==> src/rtl/timer_switch_pkg.sv <==
// rtl/timer_switch_pkg.sv - shared types and defaults for the staircase-light timer
package timer_switch_pkg;

  typedef enum logic {OFF = 1'b0, ON = 1'b1} state_t;

  localparam int DEFAULT_ON_CYCLES = 20;

  // Timer width for a given interval; never narrower than one bit so ON_CYCLES=1 still builds.
  function automatic int timer_width(input int on_cycles);
    return (on_cycles > 1) ? $clog2(on_cycles) : 1;
  endfunction

endpackage

==> src/rtl/timer_switch_rise_detect.sv <==
// rtl/timer_switch_rise_detect.sv - one-cycle rising-edge pulse on a synchronous level input
module rise_detect (
  input  logic clk,
  input  logic rst_n,
  input  logic d,
  output logic rise
);

  logic d_q;

  // Remember last cycle's level; reset to 0 so a level already high at reset release counts as a rise.
  always_ff @(posedge clk or negedge rst_n) begin
    if (!rst_n) begin
      d_q <= 1'b0;
    end else begin
      d_q <= d;
    end
  end

  assign rise = d & ~d_q;

endmodule

==> src/rtl/timer_switch.sv <==
// rtl/timer_switch.sv - staircase-light timer top; optional assertions under TIMER_SWITCH_SVA_EN
module timer_switch
  import timer_switch_pkg::*;
#(
  parameter int ON_CYCLES = DEFAULT_ON_CYCLES
) (
  input  logic clock_1Hz,
  input  logic reset_n,
  input  logic btn,
  output logic light
);

  localparam int TW = timer_width(ON_CYCLES);
  localparam logic [TW-1:0] RELOAD = TW'(ON_CYCLES - 1);

  logic          rise;
  state_t        state;
  state_t        state_d;
  logic [TW-1:0] timer;
  logic [TW-1:0] timer_d;
  logic          light_q;

  rise_detect u_rise_detect (
    .clk   (clock_1Hz),
    .rst_n (reset_n),
    .d     (btn),
    .rise  (rise)
  );

  // Next state: any rise reloads the full interval; otherwise count down and drop out at zero.
  always_comb begin
    state_d = state;
    timer_d = timer;
    if (rise) begin
      state_d = ON;
      timer_d = RELOAD;
    end else if (state == ON) begin
      if (timer != '0) begin
        timer_d = timer - TW'(1);
      end else begin
        state_d = OFF;
        timer_d = '0;
      end
    end else begin
      timer_d = '0;
    end
  end

  // State, timer and lamp registers; reset clears the lamp immediately and discards any interval.
  always_ff @(posedge clock_1Hz or negedge reset_n) begin
    if (!reset_n) begin
      state   <= OFF;
      timer   <= '0;
      light_q <= 1'b0;
    end else begin
      state   <= state_d;
      timer   <= timer_d;
      light_q <= (state_d == ON);
    end
  end

  assign light = light_q;

`ifdef TIMER_SWITCH_SVA_EN
  a_rise_holds : assert property (@(posedge clock_1Hz) disable iff (!reset_n)
    rise |=> light [* ON_CYCLES]);

  a_fall_origin : assert property (@(posedge clock_1Hz) disable iff (!reset_n)
    $fell(light) |-> $past(btn, ON_CYCLES + 1) && !$past(btn, ON_CYCLES + 2));

  a_off_timer_zero : assert property (@(posedge clock_1Hz) disable iff (!reset_n)
    (state == OFF) |-> (timer == '0));

  a_light_state : assert property (@(posedge clock_1Hz) disable iff (!reset_n)
    light == (state == ON));
`else
`endif

endmodule

==> config.mk <==
export PLATFORM = sky130hd
export DESIGN_NAME = timer_switch
export DESIGN_NICKNAME = d
export VERILOG_FILES = /design/src/rtl/timer_switch_pkg.sv /design/src/rtl/timer_switch_rise_detect.sv /design/src/rtl/timer_switch.sv
export SDC_FILE = /design/constraint.sdc
export NUM_CORES = 1
export LEC_CHECK = 0
export ABC_AREA = 1
export BUFFER_PORTS_ARGS = -buffer_cell sky130_fd_sc_hd__clkbuf_2
export CAP_MARGIN = 20
export CORE_AREA = 2 2 39 41
export DETAILED_ROUTE_END_ITERATION = 8
export DIE_AREA = 0 0 41 43
export HOLD_SLACK_MARGIN = 0.15
export RECOVER_POWER = 50
export SYNTH_ARGS = -nofsm -noshare
export SYNTH_HDL_FRONTEND = slang
export SYNTH_SLANG_ARGS = --single-unit
==> constraint.sdc <==
create_clock -name clock_1Hz -period 1.2 [get_ports clock_1Hz]
set_input_delay 0.06 -clock clock_1Hz [delete_from_list [all_inputs] [get_ports clock_1Hz]]
set_output_delay 0.06 -clock clock_1Hz [all_outputs]
set_load 0.01 [all_outputs]
-- Word-level counts from Yosys, hierarchy flattened
Cells that the tools add are included.
- register bits: 7
- latch bits: 0
- bits in writable memories: 0
- memory bits (read-only): 0
- input bits: 3
- output and inout port bits: 1
- logic and storage cells: 13
- memories: 0
- add/subtract/negate cells: 1
- $mul: 0
- div/mod/pow operators: 0
- $lt $le $gt $ge: 0
- eq/ne operators: 0
- shifts and indexed selects: 0
- muxes and demuxes: 6
- bitwise gates (word level): 2
- reduce and logical (&&, ||, !) cells: 1
- operator list (kind ; count):
    5-bit 2-to-1 mux ; 3
    5-bit nonzero test ; 1
    5-bit by 1-bit subtractor with 5-bit output, second input constant ; 1
    1-bit 2-to-1 mux ; 3
    1-bit bitwise AND ; 1
    1-bit NOT ; 1

-- Depth between registers and ports, before layout
Gate-level depths: netlist (run 1).
- depth in word-level cells: 4
- depth in mapped cells: 5
- depth with buffers taken out: 5

-- Modules after synthesis
Synthesis (run 1) repeated with hierarchy kept, for this count alone.
- cells, all modules: 36
- area total of the unflattened synthesis: 315.3 µm²
- modules (own cells, without submodules) (module ; instances ; cells an instance ; area each (µm²) ; seq. area each (µm²)):
    timer_switch ; 1 ; 33 ; 280.3 ; 150.1
    rise_detect ; 1 ; 3 ; 35.0 ; 25.0

-- Worst setup path before layout (run 1)
No wires, ideal clock.
- path type: register to register
- start: register timer[0]
- end: register timer[4]
- setup time: 0.131 ns
- data arrival time: 0.878 ns
- data required time: 1.069 ns
- slack: 0.191 ns
- stages on the path, launching flop included: 5
- path buffers: 0
- clock period less this slack: 1.009 ns
- cells stage by stage: dfrtp_1 > inv_1 > ha_1 > nor3b_1 > o21ai_0
- word-level cells in the longest chain between the ends: 4
- elaborated cells between the ends (all ways): 5
- classes of those cells: add/sub (1); mux (3); reduce/logical (1)
- ends and longest elaborated chain (item ; line ; RTL):
    from (decl) ; timer_switch.sv:19 ; logic [TW-1:0] timer;
    from (signal assigned) ; timer_switch.sv:57 ; timer <= timer_d;
    5-bit by 1-bit subtractor with 5-bit output or 5-bit nonzero test (tied branches) ; timer_switch.sv:39, timer_switch.sv:38 ;
    5-bit 2-to-1 mux (*) ; timer_switch.sv:38 ; if (timer != '0) begin
    5-bit 2-to-1 mux (*) ; timer_switch.sv:37 ; end else if (state == ON) begin
    5-bit 2-to-1 mux (*) ; timer_switch.sv:34 ; if (rise) begin
    via timer_d[4] ; timer_switch.sv:20 ; logic [TW-1:0] timer_d;
The timed path passes the listed nets; every way through them passes the cells marked *.

-- Worst setup path in the final report (run 1)
- start: register timer[0]
- end: register timer[1]
Same word-level chain as after synthesis.

==> results of run 1 <==
## cell usage in the layout (no fill, tap or decap), drive strengths merged
cell type	netlist	final
xnor2	1	1
inv	5	5
dlygate4sd3	0	2
clkbuf	0	7
ha	1	1
o21ai	1	1
nand2	9	9
nor3b	1	1
nor2	4	4
buf	0	1
dfrtp	7	7
nand3	4	4
nand3b	1	1
## kinds of logic (layout without fill, tap and decap cells)
group	count (synthesis)	count (layout)	synth area share (%)
simple gates	19	19	29.9
flops	7	7	55.8
buf+inv	5	15	5.98
fa+ha+maj	1	1	3.98
compound gates	1	1	1.59
xor+xnor	1	1	2.79
## through the flow
stage / utilization [%] / hold slack (ns) / power [uW]
final: 29.4 / 0.233 / 986
after detailed placement: 25.8 / -0.0967 / 769
after CTS: 29.1 / 0.179 / 991
after global routing: 29.4 / 0.272 / 1080
after global placement: 25.8 / -0.0955 / 771
after floorplan: - / -0.236 / 662
## how the worst max path moves through the flow
stage	start	end	slack [ns]	cells after the start
after floorplan	timer[0]$_DFF_PN0_	timer[4]$_DFF_PN0_	0.19	4
after global placement	timer[1]$_DFF_PN0_	timer[4]$_DFF_PN0_	0.13	4
after detailed placement	timer[0]$_DFF_PN0_	timer[4]$_DFF_PN0_	0.13	4
after CTS	timer[0]$_DFF_PN0_	timer[4]$_DFF_PN0_	0.12	4
after global routing	timer[0]$_DFF_PN0_	timer[4]$_DFF_PN0_	0.04	4
final	timer[0]$_DFF_PN0_	timer[1]$_DFF_PN0_	0.16	5
## worst reg2reg max path, stage by stage, from the launching register on
cell	delay [ns]
dfrtp_1	0.35
inv_1	0.07
ha_1	0.21
nand3_2	0.13
nand3b_1	0.11
nand2_1	0.05
## area by class of cell
class                      instances  area, um2
tap                               16       20.0
fill                             151        977
timing repair buffer               6       41.3
inverter                           5       18.8
clock buffer                       4       26.3
multi-input combinational         22        125
sequential                         7        175
## cells in the mapped netlist
master and count:
nand3_2 2, ha_1 1, nor3b_1 1, nand2_1 9, nor2_1 4, dfrtp_1 7
xnor2_1 1, inv_1 5, o21ai_0 1, nand3_1 2, nand3b_1 1
## repair_timing
| item | CTS | global route |
|---|---|---|
| resized for setup | 0 | 1 |
| endpoints found under the hold margin | 11 | 0 |
| setup endpoints to repair | 0 | 1 |
| hold buffers | 2 | 0 |
## metal layers
metal  global-route usage [%]  wire length, um  up-vias  part of all wire, %
met1                     9.30              213      115                   44
met5                        0                0        -                    0
met2                     10.0              239       10                   49
met4                     10.0                0        0                    0
li1                         -                -      126                    -
met3                     3.14               30        0                  6.2
## state kept, by name, summed over array words and instances, names as in the netlist
name / cells
light: 1
u_rise_detect.d_q: 1
timer: 5
## where the power goes
| group | switching, uW | leakage (uW) | total [uW] | internal [uW] |
|---|---|---|---|---|
| Clock | 78.2 | 0.0000150 | 205 | 126 |
| Sequential | 74.0 | 0.0000808 | 405 | 330 |
| Combinational | 195 | 0.000119 | 377 | 182 |
| Total | 348 | 0.000215 | 986 | 638 |
==> reports/qor.txt, run 1 <==
outcome - finished clean
Clk Tree Root Cell - clkbuf_4
IR Drop Worst-Case VDD - 1080 uV
longest individual stage delay on the worst path - 0.35 ns
fraction of final layout cells sized beyond drive strength 1 - 20.5%
unrepaired setup endpoints after global routing - no
Static Leak - 0.000215 uW
maximum clock rate - 966 MHz
total negative slack - 0 ns
sequential share of the synthesized area - 55.8%
cell-by-cell trace of the critical path - inv_1 -> ha_1 -> nand3_2 -> nand3b_1 -> nand2_1
Critical Path Source Type - flop
required time of the critical path - 1.33 ns
total wirelength of the detailed-routed design - 483 um
Area contributors post-synth - dfrtp_1 (56%), nand2_1 (11%), nand3_2 (6.4%)
synthesized netlist cell count - 34
CTS clock-pin slew for the worst setup and hold paths - 0.05 ns
worst clock skew on the final layout - 0.00329 ns
number of setup violations in the final report - 0
worst skew pair latency - 0.24 ns
Max FO, Critical Path - 4
buffer depth of the longest clock path - 2
Crit path arrival time - 1.16 ns
Overflow after GRT - 0
Routed WL per cell - 8.05 um
R2R Setup Slk - 0.16 ns
tightest slew margin relative to the limit - 75.8%
CTS H-tree lvls - 1
critical register-to-register path startpoint - timer[0]$_DFF_PN0_
number of diodes added for antenna fixing - 0
total power per unit cell area - 2420 nW/um2
total number of clock tree sinks - 7
placed cell area - 357 um2
number of CTS-inserted buffers - 3
core box area - 1380 um2
remaining routing DRC violations - 0
total iterations of the first detailed-routing run - 4
Starting DRT DRC Count - 4
post-route cell area - 407 um2
number of cells in the finished layout apart from fillers - 60
count of unique library cells instantiated by Yosys - 11
Hold Path Class - in -> async
Worst Max-Slew Pin Slew - 0.362 ns
element type at the critical path end - flop
number of buffers and inverters on the critical path - 1
time the final worst path needs with I/O delays and setup - 1.04 ns
net count of the mapped netlist - 38
Setup WS pre-CTS - 0.131 ns
Ys Warns - 0
area grow syn2layout - 29.5%
number of rows in the core area - 14
largest net degree at the start of global routing - 8
All-Layer GR Usage - 8.22%
final weighted congestion in routability-driven placement - 0.794
die span in x - 41 um
Vias per Instance - 4.18
initial antenna violation count - 0
vias post-DR - 251
number of setup buffers added after CTS - 0
Final Worst Setup Slack - 0.165 ns
first-pass GRT wire length - 883 um
category of the most critical setup path - reg -> reg
vertical extent of the die - 43 um
placed cells - 54
post-detail-place hpwl - 368 um
number of cells on the worst reg-to-reg path - 5
final worst path period share - 86.3%
slowest cell on the critical path - dfrtp_1
endpoint of the worst-slack reg-to-reg timing path - timer[1]$_DFF_PN0_
Top Family by Delay on Critical Path - flip-flops
I/O pin count - 4
maximum capacitance violations - 0
post-route ant nets - 0
I/O Buffers - 3
Nets - 49
proportion of netlist area held by the largest area contributor - 55.8%
mean post-synth cell area - 9.24 um2
Die Footprint - 1760 um2
number of global-route vias before repair - 236
FF+latch count, synth - 7
CTS tree - yes
Final Hold Violating Endpoints - 0
Mapped Area - 314 um2
Max Slew Vio Count - 0
Synth area leader - dfrtp_1
initial core utilization - 22.7%
Power figures use the tool's default switching activity.
==> run 2, diff against run 1 <==
ABC_AREA = 0   (was 1)
==> reports/qor.txt, run 2 <==
Final Hold Violating Endpoints - 0
Crit path arrival time - 1.34 ns
Synth top cells by count - dfrtp_1 (7), inv_1 (3)
All-Layer GR Usage - 8.28%
IR Drop Worst-Case VDD - 893 uV
longest individual stage delay on the worst path - 0.37 ns
maximum capacitance violations - 0
met1 Use GR - 9.84%
Final Worst Setup Slack - -0.0195 ns
post-route ant nets - 0
number of setup violations in the final report - 2
initial antenna violation count - 0
GRT Max-Usage Layer - met1
number of global-route vias before repair - 221
total power per unit cell area - 2530 nW/um2
Ys Warns - 0
largest net degree at the start of global routing - 8
Clk Tree Root Cell - clkbuf_4
Area contributors post-synth - dfrtp_1 (58%), o41ai_4 (9.1%), xnor2_1 (5.8%)
CP Launch Point - timer[0]$_DFF_PN0_
number of enable flip-flop cells after synthesis - 0
FF+latch count, synth - 7
Synth area leader - dfrtp_1
Max FO, Critical Path - 5
Static Leak - 0.000191 uW
count of unique library cells instantiated by Yosys - 12
register containing the most flip-flops in the final layout - timer
fraction of registers with async set/reset - 100%
CTS tree - yes
category of the most critical setup path - reg -> reg
total wirelength of the detailed-routed design - 543 um
final weighted congestion in routability-driven placement - 0.693
CTS H-tree lvls - 1
maximum clock rate - 820 MHz
required time of the critical path - 1.32 ns
Mapped Area - 303 um2
total negative slack - -0.0325 ns
first-pass GRT wire length - 869 um
core box area - 1380 um2
unrepaired setup endpoints after global routing - yes
initial core utilization - 21.9%
cell-by-cell trace of the critical path - inv_1 -> ha_2 -> inv_2 -> o41ai_4 -> o21ai_1
synthesized netlist cell count - 24
buffer depth of the longest clock path - 2
number of CTS-inserted buffers - 3
most instantiated library cell after synthesis - dfrtp_1
area grow syn2layout - 39.7%
fraction of final layout cells sized beyond drive strength 1 - 36.8%
worst skew pair latency - 0.25 ns
I/O Buffers - 3
tightest slew margin relative to the limit - 73.2%
Starting DRT DRC Count - 4
met2 routing resource usage after global routing - 9.69%
post-route cell area - 423 um2
Worst Max-Slew Pin Slew - 0.402 ns
number of cells on the worst reg-to-reg path - 5
endpoint of the worst-slack reg-to-reg timing path - timer[0]$_DFF_PN0_
placed cells - 46
total iterations of the first detailed-routing run - 4
post-detail-place hpwl - 395 um
total number of clock tree sinks - 7
slowest cell on the critical path - dfrtp_1
outcome - finished with violations
worst setup path endpoint - timer[0]$_DFF_PN0_
final worst path period share - 102%
Setup WS pre-CTS - -0.0281 ns
element type at the critical path end - flop
vias post-DR - 235
fill count - 149
Critical Path Source Type - flop
Hold Path Class - in -> async
Max Slew Vio Count - 0
CTS clock-pin slew for the worst setup and hold paths - 0.05 ns
Largest register FFs - 5
leading cell type in the layout, fill and taps excluded - dfrtp_1
worst clock skew on the final layout - 0.00521 ns
Nets - 43
number of cells in the finished layout apart from fillers - 54
GR met3 Demand/Resource - 9.42%
net count of the mapped netlist - 28
Routed WL per cell - 10.1 um
highest-count cells in the layout ignoring fill and taps - dfrtp_1 (7), buf_4 (5), clkbuf_4 (3)
I/O pin count - 4
proportion of netlist area held by the largest area contributor - 57.9%
die span in x - 41 um
remaining routing DRC violations - 0
violations in the final reports - negative setup slack
mean post-synth cell area - 12.6 um2
Vias per Instance - 4.35
time the final worst path needs with I/O delays and setup - 1.22 ns
utilization of the core after routing - 30.6%
sequential share of the synthesized area - 57.9%
number of rows in the core area - 14
number of diodes added for antenna fixing - 0
Die Footprint - 1760 um2
critical register-to-register path startpoint - timer[0]$_DFF_PN0_
most used flip-flop cell after synthesis - dfrtp_1
vertical extent of the die - 43 um
placed cell area - 360 um2
Overflow after GRT - 0
R2R Setup Slk - -0.02 ns
==> run 2: what timing repair did <==
| action | CTS | global route |
|---|---|---|
| pin swaps | 1 | 1 |
| endpoints found under the hold margin | 10 | 0 |
| setup endpoints to repair | 5 | 6 |
| hold buffers | 2 | 0 |
| resized for setup | 2 | 0 |
| setup buffers | 0 | 2 |
==> run 2: logic make-up (layout without fill, tap and decap cells) <==
kind of cell | Yosys count | after routing | synth area share (%)
flops | 7 | 7 | 57.9
xor+xnor | 2 | 2 | 5.79
buf+inv | 3 | 17 | 3.72
fa+ha+maj | 1 | 1 | 4.13
simple gates | 7 | 7 | 13.2
compound gates | 4 | 4 | 15.3
==> run 2: critical path: cells and delay by family, from the launching register on <==
| family | cells | cell delay, ns |
|---|---|---|
| compound gates | 2 | 0.42 |
| flops | 1 | 0.37 |
| fa+ha+maj | 1 | 0.18 |
| buf+inv | 2 | 0.12 |
==> run 2: how the worst min path moves through the flow <==
| stage | from | cells after the start | endpoint | slack, ns |
|---|---|---|---|---|
| floorplan | reset_n | 0 | light$_DFF_PN0_ | -0.24 |
| CTS | reset_n | 2 | timer[4]$_DFF_PN0_ | 0.17 |
| global route | reset_n | 2 | timer[4]$_DFF_PN0_ | 0.29 |
| detailed placement | reset_n | 1 | timer[4]$_DFF_PN0_ | -0.09 |
| finish | reset_n | 2 | timer[4]$_DFF_PN0_ | 0.24 |
| global placement | reset_n | 1 | timer[4]$_DFF_PN0_ | -0.1 |
==> run 2: metrics by stage <==
step	power, uW	hold slack, ns
floorplan	663	-0.236
global placement	793	-0.0994
detailed placement	812	-0.0937
CTS	1040	0.174
global route	1160	0.287
finish	1070	0.238
==> run 2: area by class of cell <==
class,count,area [um2],share of cell area [%]
well taps,16,20.0,4.73
flip-flops and latches,7,175,41.4
clock buffers,4,26.3,6.21
inverters,3,11.3,2.66
repair buffers,10,71.3,16.9
multi-input cells,14,119,28.1
==> run 2: power breakdown <==
part / total (uW) / internal [uW] / switching [uW]
clock network: 211 / 127 / 84.1
logic: 437 / 255 / 182
registers: 423 / 331 / 92.2
==> run 2: layer usage <==
metal	up-vias	part of all wire [%]
met5	-	0
met1	112	42
met3	2	10
li1	112	-
met2	9	46
met4	0	1.7
==> run 3, diff against run 2 <==
BUFFER_PORTS_ARGS = -buffer_cell sky130_fd_sc_hd__buf_2   (was -buffer_cell sky130_fd_sc_hd__clkbuf_2)
CAP_MARGIN = 15   (was 20)
SYNTH_HIERARCHICAL = 1   (was not set)
==> reports/qor.txt, run 3 <==
outcome - finished with violations
violations in the final reports - negative setup slack
Critical Path Source Type - flop
remaining routing DRC violations - 0
initial antenna violation count - 0
count of unique library cells instantiated by Yosys - 11
Mapped Area - 309 um2
number of setup violations in the final report - 4
total power per unit cell area - 2530 nW/um2
CTS tree - yes
Pwr Total - 1120 uW
met1 Use GR - 10.5%
Max Slew Vio Count - 0
Routed WL per cell - 11.2 um
Largest register FFs - 5
total area of sequential cells - 175 um2
buffer depth of the longest clock path - 2
fraction of registers with async set/reset - 100%
Worst Max-Slew Pin Slew - 0.415 ns
CTS H-tree lvls - 1
Synth area leader - dfrtp_1
worst clock skew on the final layout - 0.000310 ns
element type at the critical path end - flop
number of global-route vias before repair - 220
leading cell type in the layout, fill and taps excluded - dfrtp_1
multi-input combinational cell area - 140 um2
Setup WS pre-CTS - -0.0481 ns
Max FO, Critical Path - 2
GRT Max-Usage Layer - met2
Crit path arrival time - 1.39 ns
GR met3 Demand/Resource - 3.14%
total iterations of the first detailed-routing run - 2
total number of clock tree sinks - 7
mean post-synth cell area - 13.4 um2
time the final worst path needs with I/O delays and setup - 1.25 ns
number of CTS-inserted buffers - 3
most instantiated library cell after synthesis - dfrtp_1
FF+latch count, synth - 7
highest-count cells in the layout ignoring fill and taps - dfrtp_1 (7), buf_4 (5), nor3_2 (3), clkbuf_4 (3)
I/O pin count - 4
vias post-DR - 215
post-detail-place hpwl - 407 um
Synth top cells by count - dfrtp_1 (7), inv_1 (3), nor3_1 (3), o21bai_1 (2), xnor2_1 (2)
sequential share of the synthesized area - 56.7%
Clk Tree Root Cell - clkbuf_4
number of diodes added for antenna fixing - 0
total wirelength of the detailed-routed design - 595 um
All-Layer GR Usage - 8.70%
unrepaired setup endpoints after global routing - yes
Overflow after GRT - 0
fraction of final layout cells sized beyond drive strength 1 - 45.9%
synthesized netlist cell count - 23
Die Footprint - 1760 um2
IR Drop Worst-Case VDD - 652 uV
maximum capacitance violations - 0
Fin Hold WS - 0.248 ns
CTS clock-pin slew for the worst setup and hold paths - 0.05 ns
net count of the mapped netlist - 27
I/O Buffers - 3
core box area - 1380 um2
post-route ant nets - 0
Ys Warns - 6
number of enable flip-flop cells after synthesis - 0
number of rows in the core area - 14
initial core utilization - 22.3%
maximum clock rate - 799 MHz
Vias per Instance - 4.06
tightest slew margin relative to the limit - 72.3%
Starting DRT DRC Count - 3
fill count - 148
Final Worst Setup Slack - -0.0512 ns
category of the most critical setup path - reg -> reg
register containing the most flip-flops in the final layout - timer
Final Hold Violating Endpoints - 0
final worst path period share - 104%
Static Leak - 0.000197 uW
first-pass GRT wire length - 910 um
proportion of netlist area held by the largest area contributor - 56.7%
Hold Path Class - in -> async
largest net degree at the start of global routing - 8
required time of the critical path - 1.34 ns
Nets - 42
most used flip-flop cell after synthesis - dfrtp_1
die span in x - 41 um
area grow syn2layout - 43.7%
vertical extent of the die - 43 um
Area contributors post-synth - dfrtp_1 (57%), o41ai_4 (8.9%), xnor2_1 (5.7%)
met2 routing resource usage after global routing - 11.3%
worst skew pair latency - 0.25 ns
final weighted congestion in routability-driven placement - 0.666
-- run 3: cell count changes after synthesis, sizes merged --
cell	previous run	this run
nand2	2	0
o21ai	2	0
o21bai	0	2
a31o	0	1
o311ai	1	0
or3	0	1
-- run 3: cell families (layout without fill, tap and decap cells) --
logic type / Yosys count / after routing / share of synthesized area (%)
buffers and inverters: 3 / 17 / 3.64
AOI/OAI and AO/OA: 4 / 4 / 16.6
xor gates and xnor gates: 2 / 2 / 5.67
and+or+nand+nor: 6 / 6 / 13.4
DFF: 7 / 7 / 56.7
adders and majority gates: 1 / 1 / 4.05
-- run 3: area by class of cell --
type	instances	share of cell area, %
sequential	7	39.4
timing repair buffer	10	16.1
multi-input combinational	13	31.5
clock buffer	4	5.92
inverter	3	2.54
tap	16	4.51
-- run 3: metrics by stage --
stage	cells	cell area, um2	utilization [%]	TNS, ns
CTS	51	415	30.0	-0.157
floorplan	23	312	-	-0.0194
global route	53	444	32.1	-0.357
global placement	44	362	26.1	-0.0117
finish	53	444	32.1	-0.109
detailed placement	44	362	26.1	-0.154
-- run 3: critical path, cell delays in order (launching register included) --
cell	delay, ns
dfrtp_1	0.37
inv_1	0.06
ha_2	0.18
inv_2	0.05
or3_1	0.30
a31o_1	0.18
-- run 3: metal layers --
layer  part of all wire (%)  wire length [um]
met3                    4.4                26
met2                     44               264
met5                      0                 0
met4                      0                 0
met1                     51               304
-- run 3: power by group --
group,internal [uW],switching (uW),leakage [uW]
sequential,330,93.3,0.0000811
clock,127,88.7,0.0000150
combinational,284,200,0.000101
total,741,382,0.000197
-- run 3: what timing repair did --
item / 4_1_cts / 5_1_grt
endpoints found under the hold margin: 8 / 0
hold buffers: 2 / 0
buffers inserted: 1 / 2
resized for setup: 0 / 3
pin swaps: 3 / 1
setup endpoints to repair: 6 / 6
-- run 3: final timing paths --
kind                       cells past startpoint  slack [ns]               start                          end
setup / recovery                               5       -0.05  timer[0]$_DFF_PN0_           timer[4]$_DFF_PN0_
hold / removal                                 2        0.25             reset_n           timer[0]$_DFF_PN0_
setup reg to reg                               5       -0.05  timer[0]$_DFF_PN0_           timer[4]$_DFF_PN0_
hold reg to reg                                2        0.57  timer[0]$_DFF_PN0_           timer[0]$_DFF_PN0_
max in group asynchronous                      2        0.66             reset_n              light$_DFF_PN0_
min in group clock_1Hz                         2        0.47                 btn  u_rise_detect/d_q$_DFF_PN0_
